`config.mk`:
```
export PLATFORM = sky130hd
export DESIGN_NAME = br_stack_ctl
export DESIGN_NICKNAME = d
export VERILOG_FILES = /design/src/rtl/br_stack_ctl.sv
export SDC_FILE = /design/constraint.sdc
export NUM_CORES = 1
export LEC_CHECK = 0
export BUFFER_PORTS_ARGS = -buffer_cell sky130_fd_sc_hd__buf_2
export CAP_MARGIN = 20
export CORE_UTILIZATION = 30
export CTS_BUF_LIST = sky130_fd_sc_hd__clkbuf_4 sky130_fd_sc_hd__clkbuf_8
export CTS_CLUSTER_DIAMETER = 30
export DETAILED_ROUTE_END_ITERATION = 10
export GPL_TIMING_DRIVEN = 1
export HOLD_SLACK_MARGIN = 0.1
export PLACE_DENSITY_LB_ADDON = 0.12
export SLEW_MARGIN = 20
export SYNTH_ARGS = -nofsm -noshare
export SYNTH_HDL_FRONTEND = slang
export SYNTH_SLANG_ARGS = --single-unit
```
`constraint.sdc`:
```
create_clock -name clk -period 2.64 [get_ports clk]
set_input_delay 0.132 -clock clk [delete_from_list [all_inputs] [get_ports clk]]
set_output_delay 0.132 -clock clk [all_outputs]
set_load 0.01 [all_outputs]
```
`src/rtl/br_stack_ctl.sv`:
```
// Branch and return-stack controller: conditional JP/CALL/RET against a latched
// ZE/CA/SG flag register, with a LIFO return stack and sticky overflow/underflow flags.
module br_stack_ctl #(
    parameter int            AW       = 16,
    parameter int            DEPTH    = 4,
    parameter logic [AW-1:0] RESET_PC = '0,
    localparam int           SPW      = $clog2(DEPTH + 1),
    localparam int           IW       = $clog2(DEPTH)
) (
    input  logic           clk,
    input  logic           rst_n,
    input  logic           en,
    input  logic           req,
    input  logic [1:0]     kind,
    input  logic           p,
    input  logic [1:0]     ff,
    input  logic [AW-1:0]  tgt,
    input  logic           ze,
    input  logic           ca,
    input  logic           sg,
    input  logic           flag_we,
    output logic [AW-1:0]  pc,
    output logic           taken,
    output logic [SPW-1:0] sp,
    output logic           ovf,
    output logic           unf
);

    localparam logic [1:0] K_JP   = 2'b00;
    localparam logic [1:0] K_CALL = 2'b01;
    localparam logic [1:0] K_RET  = 2'b10;
    localparam logic [1:0] K_RSV  = 2'b11;

    localparam logic [1:0] F_UC = 2'b00;
    localparam logic [1:0] F_ZE = 2'b01;
    localparam logic [1:0] F_CA = 2'b10;
    localparam logic [1:0] F_SG = 2'b11;

    localparam logic [SPW-1:0] SP_FULL = SPW'(DEPTH);

    logic          fz, fc, fs;
    logic          flag_sel;
    logic          cond;
    logic          go;
    logic          full;
    logic          empty;
    logic          push;
    logic          pop;
    logic [AW-1:0] pc_inc;
    logic [IW-1:0] wr_idx;
    logic [IW-1:0] rd_idx;
    logic [AW-1:0] stk [DEPTH];

    // Condition reads the flag register as it stood before this edge.
    always_comb begin
        flag_sel = 1'b0;
        case (ff)
            F_ZE:    flag_sel = fz;
            F_CA:    flag_sel = fc;
            F_SG:    flag_sel = fs;
            default: flag_sel = 1'b0;
        endcase
    end

    assign cond   = (ff == F_UC) ? 1'b1 : (flag_sel == p);
    assign go     = en & req & cond & (kind != K_RSV);
    assign full   = (sp == SP_FULL);
    assign empty  = (sp == '0);
    assign push   = go & (kind == K_CALL) & ~full;
    assign pop    = go & (kind == K_RET) & ~empty;
    assign pc_inc = pc + AW'(1);
    assign wr_idx = sp[IW-1:0];
    assign rd_idx = wr_idx - IW'(1);

    always_ff @(posedge clk) begin
        if (!rst_n) begin
            pc    <= RESET_PC;
            sp    <= '0;
            taken <= 1'b0;
            ovf   <= 1'b0;
            unf   <= 1'b0;
            fz    <= 1'b0;
            fc    <= 1'b0;
            fs    <= 1'b0;
        end else if (en) begin
            if (flag_we) begin
                fz <= ze;
                fc <= ca;
                fs <= sg;
            end
            pc    <= pc_inc;
            taken <= 1'b0;
            if (go) begin
                case (kind)
                    K_JP: begin
                        pc    <= tgt;
                        taken <= 1'b1;
                    end
                    K_CALL: begin
                        if (!full) begin
                            sp    <= sp + SPW'(1);
                            pc    <= tgt;
                            taken <= 1'b1;
                        end else begin
                            ovf <= 1'b1;
                        end
                    end
                    K_RET: begin
                        if (!empty) begin
                            sp    <= sp - SPW'(1);
                            pc    <= stk[rd_idx];
                            taken <= 1'b1;
                        end else begin
                            unf <= 1'b1;
                        end
                    end
                    default: ;
                endcase
            end
        end else begin
            taken <= 1'b0;
        end
    end

    // Stack contents need no reset; entries at or above sp are never read.
    always_ff @(posedge clk) begin
        if (rst_n && push) begin
            stk[wr_idx] <= pc_inc;
        end
    end

    logic unused_pop;
    assign unused_pop = pop;

endmodule

```
Word level (Yosys, flattened, before mapping)
Memories as Yosys holds them, arrays and structs flattened.
Cells that the tools add are included.
Widths: inputs -> output; s select.
Word-level totals
  register bits: 25
  latch bits: 0
  memory bits (writable): 64
  bits in read-only memories: 0
  input bits: 29
  output and inout port bits: 22
  word-level logic and storage cells: 53
  memories: 1
Operators by class
  add/subtract/negate cells: 4
  multipliers: 0
  div/mod/pow operators: 0
  order comparisons: 0
  equal/unequal tests: 10
  shift-type cells: 0
  muxes and demuxes: 14
  bitwise gates (word level): 6
  reduce and logical (&&, ||, !) cells: 10
Memory list
  stk: depth 4, bits a word 16, read ports 1, clocked after Yosys merged registers in 0, wr ports 1, line 52  | logic [AW-1:0] stk [DEPTH];
Operator list (number)
  $mux 16: 3
  $pmux 16 s3: 1
  $add 16x1->16 const B: 1
  $reduce_and 4->1: 2
  $eq 2x2->1 const B: 3
  $mux 3: 2
  $ne 2x2->1 const B: 3
  $pmux 1 s3: 2
  $pmux 3 s2: 1
  $and 1x1->1: 5
  $mux 1: 5
  $reduce_and 5->1: 1
  $eq 2x1->1 const B: 2
  $logic_not 2->1: 2
  $add 3x1->3 const B: 1
  $eq 3x3->1 const B: 1
  $logic_not 3->1: 1
  $reduce_and 3->1: 1
  $sub 3x1->3 const B: 1
  $reduce_and 2->1: 1
  $reduce_bool 2->1: 1
  $sub 2x1->2 const B: 1
  $eq 1x1->1: 1
  $logic_and 1x1->1: 1
  $not 1->1: 1

Depth between registers and ports, before layout
Gate-level depths: netlist (run 1).
  depth after elaboration: 11
  mapped depth: 10
  mapped depth without buffers: 7

Worst setup path before layout (run 1)
No wires, ideal clock.
  kind: register to register
  from: register sp[0]
  to: memory stk[1][0], enable pin
  library setup time: 0.389 ns
  arrival: 2.215 ns
  path slack: 0.036 ns
  cell stages (with the launch flop): 8
  path buffers: 2
  cells stage by stage: dfxtp_1 > buf_6 > buf_6 > inv_1 > ha_1 > a21oi_1 > nand3_1 > nor2_1
On the way
  word-level cells in the longest chain between the ends: 6
RTL lines
  start, declared: line 24  | output logic [SPW-1:0] sp,
  start signal, assigned: line 101  | sp <= sp + SPW'(1);
  start signal, assigned: line 110  | sp <= sp - SPW'(1);
  $eq 3x3->1: line 67  | assign full = (sp == SP_FULL);
  $not 1->1: line 69  | assign push = go & (kind == K_CALL) & ~full;
  $and 1x1->1: line 69
  $logic_and 1x1->1: line 127  | if (rst_n && push) begin
  $mux 1: line 127
  $mux 1 (not written as such): line 128  | stk[wr_idx] <= pc_inc;
  end, declared: line 52
Parallel ways exist; a longest one is shown, timed or not.

Worst setup path after layout (run 1)
  from: register sp[1]
  to: register pc[1]
On the way
  word-level cells in the longest chain between the ends: 5
  elaborated cells between the ends (all ways): 8
  those cells by class: 1 x add/sub; 1 x eq/ne; 4 x mux; 1 x reduce/logical; 1 x memory
RTL lines
  $sub 2x1->2: line 73  | assign rd_idx = wr_idx - IW'(1);
  $mem_v2 4x16
  $mux 16: line 109  | if (!empty) begin
  $pmux 16 s3 *: line 94  | case (kind)
  $mux 16 *: line 93  | if (go) begin
  end signal, assigned: line 91  | pc <= pc_inc;
  end signal, assigned: line 96  | pc <= tgt;
  end signal, assigned: line 111  | pc <= stk[rd_idx];
  end, declared: line 22  | output logic [AW-1:0] pc,
Mark *: on every way between the ends. The rest lies on a longest branch, timed or not.
A chain may end at the register's enable or synchronous reset.

==> impl_metrics.xml, run 1 <==
<?xml version="1.0" encoding="UTF-8"?>
<metrics>
  <group name="sta">
    <metric name="timing_max_transition_violations_final" unit="">0</metric>
    <metric name="finalSetupViolCount" unit="">0</metric>
    <metric name="grt_setup_unrepaired" unit="">false</metric>
    <metric name="period_share" unit="%">79.1</metric>
    <metric name="totalNegativeSetupSlack" unit="ns">0</metric>
    <metric name="maximum_frequency_from_static_timing_analysis" unit="GHz">0.479</metric>
    <metric name="final_setup_slack_of_the_worst_path" unit="ns">0.551</metric>
    <metric name="finalWorstPathRequiredPeriod" unit="ns">2.09</metric>
    <metric name="final_hold_viol_count" unit="">0</metric>
    <metric name="hold_slack" unit="ns">0.122</metric>
    <metric name="worstMarginPinSlew" unit="ns">0.578</metric>
    <metric name="worst_case_headroom_to_the_max_slew_limit" unit="%">61.4</metric>
    <metric name="finalClockSkew" unit="ns">0.0126</metric>
  </group>
  <group name="pwr">
    <metric name="power.internal" unit="mW">2.11</metric>
    <metric name="ir_worst_vdd" unit="mV">0.329</metric>
    <metric name="share_clk_of_total_power" unit="%">34.6</metric>
    <metric name="total_power" unit="mW">2.79</metric>
    <metric name="combPwrFrac" unit="%">9.9</metric>
    <metric name="cellPowerDensity" unit="nW/um2">577</metric>
    <metric name="power.switching_fraction" unit="%">24.5</metric>
    <metric name="seq_power_share" unit="%">55.4</metric>
    <metric name="p_leak" unit="nW">1.72</metric>
    <metric name="net-switching-power" unit="uW">685</metric>
  </group>
  <group name="synthesis">
    <metric name="post-synth-top-count-cell" unit="">sky130_fd_sc_hd__edfxtp_1</metric>
    <metric name="number_of_enable_flip_flop_cells_after_synthesis" unit="">64</metric>
    <metric name="ys_top_cells_by_count" unit="">sky130_fd_sc_hd__edfxtp_1 (64), sky130_fd_sc_hd__dfxtp_1 (25), sky130_fd_sc_hd__nand2_1 (19), sky130_fd_sc_hd__a22o_1 (16), sky130_fd_sc_hd__mux4_2 (16)</metric>
    <metric name="yosysUniqueCellTypes" unit="">41</metric>
    <metric name="ys_top_cells_by_area" unit="">sky130_fd_sc_hd__edfxtp_1 (47%), sky130_fd_sc_hd__dfxtp_1 (12%), sky130_fd_sc_hd__mux4_2 (8.8%)</metric>
    <metric name="netlist.top_cell.by_area" unit="">sky130_fd_sc_hd__edfxtp_1</metric>
    <metric name="netlist.area_leader.share" unit="%">47.0</metric>
    <metric name="synth.net_count" unit="">343</metric>
    <metric name="postSynth.topFlopCell" unit="">sky130_fd_sc_hd__edfxtp_1</metric>
    <metric name="yosysSeqAreaShare" unit="%">59.2</metric>
    <metric name="synthesis.instances" unit="">308</metric>
    <metric name="synthArstFlopShare" unit="%">0</metric>
    <metric name="yosys_register_bits" unit="">89</metric>
    <metric name="synth.yosys.warnings" unit="">0</metric>
    <metric name="post_synth_instance_area" unit="um2">4090</metric>
    <metric name="synthesis.area_per_instance" unit="um2">13.3</metric>
  </group>
  <group name="layout">
    <metric name="n_antenna_cell" unit="">0</metric>
    <metric name="nets" unit="">406</metric>
    <metric name="share_of_cells_above_drive_strength_1" unit="%">27.7</metric>
    <metric name="fillerInstances" unit="">1278</metric>
    <metric name="final_core_utilization" unit="%">36.4</metric>
    <metric name="flow.area_growth_from_synthesis" unit="%">18.3</metric>
  </group>
  <group name="place">
    <metric name="preCtsSetupSlack" unit="ns">0.575</metric>
    <metric name="gp_routability_congestion" unit="">0.693</metric>
    <metric name="port-buffer-count" unit="">50</metric>
    <metric name="dpl.hpwl" unit="um">6890</metric>
  </group>
  <group name="drt">
    <metric name="post-route-drc-count" unit="">0</metric>
    <metric name="drtAntennaViolNets" unit="">0</metric>
    <metric name="routed_wl" unit="um">10700</metric>
    <metric name="drt_iter0_drc" unit="">159</metric>
    <metric name="vias" unit="">2751</metric>
    <metric name="routedWlPerCell" unit="um">19.4</metric>
    <metric name="via_per_inst" unit="">4.98</metric>
    <metric name="drt_pass1_iterations" unit="">4</metric>
  </group>
  <group name="run_status">
    <metric name="run_status" unit="">complete, no violations</metric>
  </group>
  <group name="die">
    <metric name="num_io_pins" unit="">51</metric>
    <metric name="floorplan.rows" unit="">42</metric>
    <metric name="die_outline_area" unit="um2">14100</metric>
    <metric name="floorplan.die.width" unit="um">119</metric>
    <metric name="core" unit="um2">13300</metric>
    <metric name="initial_core_util" unit="%">30.8</metric>
    <metric name="die_height" unit="um">119</metric>
  </group>
  <group name="clocking">
    <metric name="tritoncts" unit="">done</metric>
    <metric name="clkSlewWorstSetupHoldPaths" unit="ns">0.09</metric>
    <metric name="cts.path.max_buffers" unit="">2</metric>
    <metric name="cts_htree_levels" unit="">3</metric>
    <metric name="ctsResizeCount" unit="">0</metric>
    <metric name="cts-root-buf" unit="">sky130_fd_sc_hd__clkbuf_8</metric>
    <metric name="cts_made_buffers" unit="">9</metric>
    <metric name="tritoncts_num_sinks" unit="">89</metric>
    <metric name="insertion_delay" unit="ns">0.37</metric>
  </group>
  <group name="grt">
    <metric name="pin_count_of_the_biggest_net_entering_global_routing" unit="">37</metric>
    <metric name="grtUsageTotal" unit="%">15.9</metric>
    <metric name="grt_pass1_vias" unit="">2718</metric>
    <metric name="global_route_wire_length_before_repair" unit="um">16300</metric>
    <metric name="grt.overflow.total" unit="">0</metric>
    <metric name="number_of_antenna_violations_at_the_first_check_in_global_routing" unit="">0</metric>
  </group>
  <group name="setup_path">
    <metric name="critPathCaptureType" unit="">register</metric>
    <metric name="cp-start-kind" unit="">register</metric>
    <metric name="setup.worst_path.class" unit="">register to register</metric>
    <metric name="cp.required" unit="ns">2.88</metric>
    <metric name="worst-endpoint-arrival" unit="ns">2.33</metric>
    <metric name="critPathMaxFanout" unit="">16</metric>
  </group>
  <group name="hold_path">
    <metric name="worst_hold_path_type" unit="">primary input to register</metric>
  </group>
  <group name="flow_run">
    <metric name="maxcap_violations" unit="">0</metric>
  </group>
</metrics>
==> state kept, by name, summed over array words and instances, names as in the netlist <==
register	cells
fc	1
fs	1
stk	64
taken	1
pc	16
unf	1
fz	1
ovf	1
sp	3
==> area by class of cell <==
| cell class | count | area (um2) | share of cell area [%] |
|---|---|---|---|
| Clock buffer | 10 | 138 | 2.84 |
| Clock inverter | 6 | 66.3 | 1.37 |
| Inverter | 12 | 45.0 | 0.930 |
| Multi-Input combinational cell | 186 | 1510 | 31.2 |
| Sequential cell | 89 | 2420 | 50.0 |
| Tap cell | 176 | 220 | 4.55 |
| Timing Repair Buffer | 73 | 440 | 9.10 |
==> per-layer routing <==
metal,GRT usage (%),vias up,wire [um]
li1,-,1306,-
met1,20.8,1378,4810
met2,25.5,58,5200
met3,4.54,9,592
met4,4.67,0,123
met5,0,-,0
==> critical path, stage by stage, from the launching register on <==
cell and delay [ns]:
sky130_fd_sc_hd__dfxtp_1 0.39, sky130_fd_sc_hd__inv_1 0.13, sky130_fd_sc_hd__ha_1 0.29, sky130_fd_sc_hd__buf_4 0.29, sky130_fd_sc_hd__mux4_2 0.34, sky130_fd_sc_hd__a22o_1 0.24, sky130_fd_sc_hd__a22oi_1 0.19, sky130_fd_sc_hd__a21oi_1 0.09
==> through the flow <==
| stage | instance area [um2] | cells |
|---|---|---|
| 2_1_floorplan | 4090 | 308 |
| 5_1_grt | 4840 | 552 |
| 3_3_place_gp | 4570 | 529 |
| 6_report | 4840 | 552 |
| 4_1_cts | 4840 | 552 |
| 3_5_place_dp | 4570 | 529 |
==> path summary, 6_finish.rpt <==
kind / startpoint / to / slack [ns] / cells after the start
min reg2reg: fs$_SDFFE_PN0P_ / fs$_SDFFE_PN0P_ / 0.47 / 2
min: kind[0] / taken$_SDFF_PN0_ / 0.12 / 4
max reg2reg: sp[1]$_SDFFE_PN0P_ / pc[1]$_SDFFE_PN0P_ / 0.55 / 7
max: sp[1]$_SDFFE_PN0P_ / pc[1]$_SDFFE_PN0P_ / 0.55 / 7
==> repair_timing <==
| item | CTS | global route |
|---|---|---|
| endpoints found under the hold margin | 4 | 0 |
| hold buffers | 7 | 0 |
| buffers inserted | 0 | 0 |
| endpoints found under the setup margin | 0 | 0 |
==> kinds of logic after synthesis <==
| group | Yosys count | share of synthesized area, % |
|---|---|---|
| fa+ha+maj | 6 | 2.02 |
| compound gates | 69 | 11.4 |
| simple gates | 76 | 10.2 |
| xor+xnor | 17 | 3.64 |
| mux | 18 | 9.42 |
| buf+inv | 33 | 4.10 |
| flops | 89 | 59.2 |
==> placed cells by master, fill, tap and decap left out, types with 14 or more instances in the layout <==
cell	count
sky130_fd_sc_hd__buf_4	16
sky130_fd_sc_hd__a21oi_1	14
sky130_fd_sc_hd__a22o_1	16
sky130_fd_sc_hd__dfxtp_1	25
sky130_fd_sc_hd__nand2_1	19
sky130_fd_sc_hd__xnor2_1	14
sky130_fd_sc_hd__edfxtp_1	64
sky130_fd_sc_hd__buf_2	50
sky130_fd_sc_hd__mux4_2	16
==> power groups by stage <==
stage | Clock, mW | Sequential [mW] | Combinational, mW
after global placement | 0 | 1.58 | 0.273
final | 0.967 | 1.55 | 0.278
after CTS | 0.994 | 1.55 | 0.281
after global routing | 1.04 | 1.55 | 0.304
after floorplan | 0 | 1.58 | 0.164
after detailed placement | 0 | 1.58 | 0.273
Note: power is estimated with default switching activity, not from simulation.
==> inputs of run 2 (changes only) <==
Clock period 2.64 ns to 1.7 ns, I/O delays scaled along.
==> run 2 against run 1 <==
Compared with the run above:
- combinational power rose by 120%
- design area is 16% higher
- clock-buffer cell count up 2
- clock skew about the same
- die area did not move
- sequential share of layout area decreased by 6.6 points
- non-clock buffer count increased by 51
- critical path type unchanged
- the run now ends with setup timing left
- routed wire length grew 4.0%
- utilization grew 5.7 points
==> impl_metrics.xml, run 2 (synthesized netlist as in run 1, its figures left out) <==
<?xml version="1.0" encoding="UTF-8"?>
<metrics>
  <group name="grt">
    <metric name="grtUsageTotal" unit="%">17.2</metric>
    <metric name="number_of_antenna_violations_at_the_first_check_in_global_routing" unit="">0</metric>
    <metric name="grt_pass1_vias" unit="">2995</metric>
    <metric name="global_route_wire_length_before_repair" unit="um">17600</metric>
    <metric name="pin_count_of_the_biggest_net_entering_global_routing" unit="">37</metric>
    <metric name="grt.overflow.total" unit="">0</metric>
  </group>
  <group name="drt">
    <metric name="drt_pass1_iterations" unit="">4</metric>
    <metric name="vias" unit="">2952</metric>
    <metric name="routedWlPerCell" unit="um">18.5</metric>
    <metric name="via_per_inst" unit="">4.90</metric>
    <metric name="drtAntennaViolNets" unit="">0</metric>
    <metric name="routed_wl" unit="um">11200</metric>
    <metric name="drt_iter0_drc" unit="">144</metric>
    <metric name="post-route-drc-count" unit="">0</metric>
  </group>
  <group name="die">
    <metric name="core" unit="um2">13300</metric>
    <metric name="die_outline_area" unit="um2">14100</metric>
    <metric name="floorplan.rows" unit="">42</metric>
    <metric name="num_io_pins" unit="">51</metric>
    <metric name="initial_core_util" unit="%">30.8</metric>
    <metric name="floorplan.die.width" unit="um">119</metric>
    <metric name="die_height" unit="um">119</metric>
  </group>
  <group name="run_status">
    <metric name="run_status" unit="">finished, violations left</metric>
    <metric name="failed_checks" unit="">setup timing</metric>
  </group>
  <group name="sta">
    <metric name="finalWorstPathRequiredPeriod" unit="ns">1.73</metric>
    <metric name="final_hold_viol_count" unit="">0</metric>
    <metric name="timing_max_transition_violations_final" unit="">0</metric>
    <metric name="final_setup_slack_of_the_worst_path" unit="ns">-0.0274</metric>
    <metric name="grt_setup_unrepaired" unit="">true</metric>
    <metric name="worstMarginPinSlew" unit="ns">0.610</metric>
    <metric name="totalNegativeSetupSlack" unit="ns">-0.175</metric>
    <metric name="finalClockSkew" unit="ns">0.0131</metric>
    <metric name="worst_case_headroom_to_the_max_slew_limit" unit="%">59.3</metric>
    <metric name="finalSetupViolCount" unit="">22</metric>
    <metric name="period_share" unit="%">102</metric>
    <metric name="maximum_frequency_from_static_timing_analysis" unit="GHz">0.579</metric>
  </group>
  <group name="setup_path">
    <metric name="critPathMaxFanout" unit="">5</metric>
    <metric name="critical_path.slowest_cell" unit="">sky130_fd_sc_hd__dfxtp_4</metric>
    <metric name="cp-start-kind" unit="">register</metric>
    <metric name="start_point_of_the_critical_path" unit="">sp[0]$_SDFFE_PN0P_</metric>
    <metric name="cp.required" unit="ns">1.94</metric>
    <metric name="cp_slowest_stage_delay" unit="ns">0.40</metric>
    <metric name="critPathBufInv" unit="">2</metric>
    <metric name="setup.worst_path.class" unit="">register to register</metric>
    <metric name="worst-endpoint-arrival" unit="ns">1.97</metric>
    <metric name="critPathCaptureType" unit="">register</metric>
    <metric name="worstRegToRegCells" unit="">7</metric>
    <metric name="timing.critical_path.depth" unit="">7</metric>
    <metric name="worst_r2r_startpoint" unit="">sp[0]$_SDFFE_PN0P_</metric>
    <metric name="crit_path_cell_trace" unit="">inv_8, ha_4, buf_12, mux4_2, a22o_1, a32oi_1, a31oi_1</metric>
    <metric name="kind_of_cell_adding_the_most_delay_to_the_critical_path" unit="">compound AO/OA/AOI/OAI gates</metric>
  </group>
  <group name="pwr">
    <metric name="p_leak" unit="nW">2.08</metric>
    <metric name="ir_worst_vdd" unit="mV">0.671</metric>
    <metric name="cellPowerDensity" unit="nW/um2">804</metric>
  </group>
  <group name="layout">
    <metric name="fillerInstances" unit="">1274</metric>
    <metric name="nets" unit="">457</metric>
    <metric name="biggestRegsByFlops" unit="">stk: 64 flops, pc: 16 flops, sp: 3 flops</metric>
    <metric name="n_antenna_cell" unit="">0</metric>
    <metric name="finalInstanceArea" unit="um2">5590</metric>
    <metric name="share_of_cells_above_drive_strength_1" unit="%">41.0</metric>
    <metric name="final_cell_mix" unit="">sky130_fd_sc_hd__edfxtp_1 (64), sky130_fd_sc_hd__buf_2 (50), sky130_fd_sc_hd__buf_4 (42)</metric>
    <metric name="largest_register" unit="">stk</metric>
    <metric name="layout_commonest_cell" unit="">sky130_fd_sc_hd__edfxtp_1</metric>
    <metric name="flow.area_growth_from_synthesis" unit="%">36.7</metric>
    <metric name="number_of_flip_flops_under_the_largest_register_name" unit="">64</metric>
  </group>
  <group name="flow_run">
    <metric name="maxcap_violations" unit="">0</metric>
  </group>
  <group name="clocking">
    <metric name="tritoncts" unit="">done</metric>
    <metric name="clkSlewWorstSetupHoldPaths" unit="ns">0.09</metric>
    <metric name="cts_made_buffers" unit="">9</metric>
    <metric name="cts_htree_levels" unit="">3</metric>
    <metric name="cts.path.max_buffers" unit="">2</metric>
    <metric name="tritoncts_num_sinks" unit="">89</metric>
    <metric name="insertion_delay" unit="ns">0.38</metric>
    <metric name="cts-root-buf" unit="">sky130_fd_sc_hd__clkbuf_8</metric>
  </group>
  <group name="hold_path">
    <metric name="worst_hold_path_type" unit="">primary input to register</metric>
    <metric name="min_from" unit="">flag_we</metric>
    <metric name="min_delay_path_depth" unit="">4</metric>
  </group>
  <group name="place">
    <metric name="placement.cell_area" unit="um2">5070</metric>
    <metric name="gp_routability_congestion" unit="">0.748</metric>
    <metric name="dpl.hpwl" unit="um">7250</metric>
    <metric name="port-buffer-count" unit="">50</metric>
    <metric name="preCtsSetupSlack" unit="ns">-0.0826</metric>
  </group>
</metrics>
## run 2: cell count changes in the layout (fill, tap and decap cells not counted), moves of 5 or more
cell                            before  now
sky130_fd_sc_hd__buf_12              0   15
sky130_fd_sc_hd__dlygate4sd3_1       7   12
sky130_fd_sc_hd__buf_4              16   42
sky130_fd_sc_hd__a22oi_2             0    5
sky130_fd_sc_hd__a22oi_1             6    1
## run 2: tightest hold or removal path: stages
cell and delay (ns):
sky130_fd_sc_hd__buf_2 0.11, sky130_fd_sc_hd__nand2_1 0.10, sky130_fd_sc_hd__nand2_1 0.08, sky130_fd_sc_hd__a21oi_1 0.05
## run 2: repair_timing
action | in CTS | in global routing
hold buffers | 14 | 0
hold endpoints to repair | 9 | 0
buffers inserted | 11 | 3
gates resized for setup | 11 | 7
endpoints found under the setup margin | 78 | 107
pin swaps | 5 | 3
## run 2: worst paths after layout
path                              end  slack, ns
setup / recovery  pc[14]$_SDFFE_PN0P_      -0.03
hold / removal        fc$_SDFFE_PN0P_       0.08
setup reg to reg  pc[14]$_SDFFE_PN0P_      -0.03
hold reg to reg      ovf$_SDFFE_PN0P_       0.47
## run 2: final cells by class
class | count | area, um2 | share of cell area (%)
clock buffer | 12 | 153 | 2.73
sequential | 89 | 2430 | 43.4
clock inverter | 4 | 45.0 | 0.805
tap | 176 | 220 | 3.94
timing repair buffer | 124 | 1050 | 18.8
inverter | 12 | 52.6 | 0.940
multi-input combinational | 186 | 1640 | 29.4
## run 2: stage by stage
stage	hold slack [ns]	total power, mW	instances	util [%]
6_report	0.0813	4.50	603	42.1
5_1_grt	0.115	4.70	603	42.1
4_1_cts	0.101	4.55	602	41.8
3_5_place_dp	0.351	2.97	561	38.1
3_3_place_gp	0.340	2.97	561	38.1
2_1_floorplan	0.223	2.75	308	-
## run 2: per-layer routing
layer / track usage (%) / wire [um] / share of wire (%)
met3: 5.50 / 521 / 4.7
met1: 22.5 / 5110 / 46
met2: 26.7 / 5290 / 47
met4: 6.09 / 241 / 2.2
met5: 0 / 0 / 0
## run 2: where the power goes
group          leakage (nW)  internal [mW]  switching [mW]  total [mW]
Clock                 0.107          0.746           0.753        1.50
Combinational          1.18          0.309           0.300       0.609
Sequential            0.792           2.36          0.0245        2.39
Total                  2.08           3.42            1.08        4.50
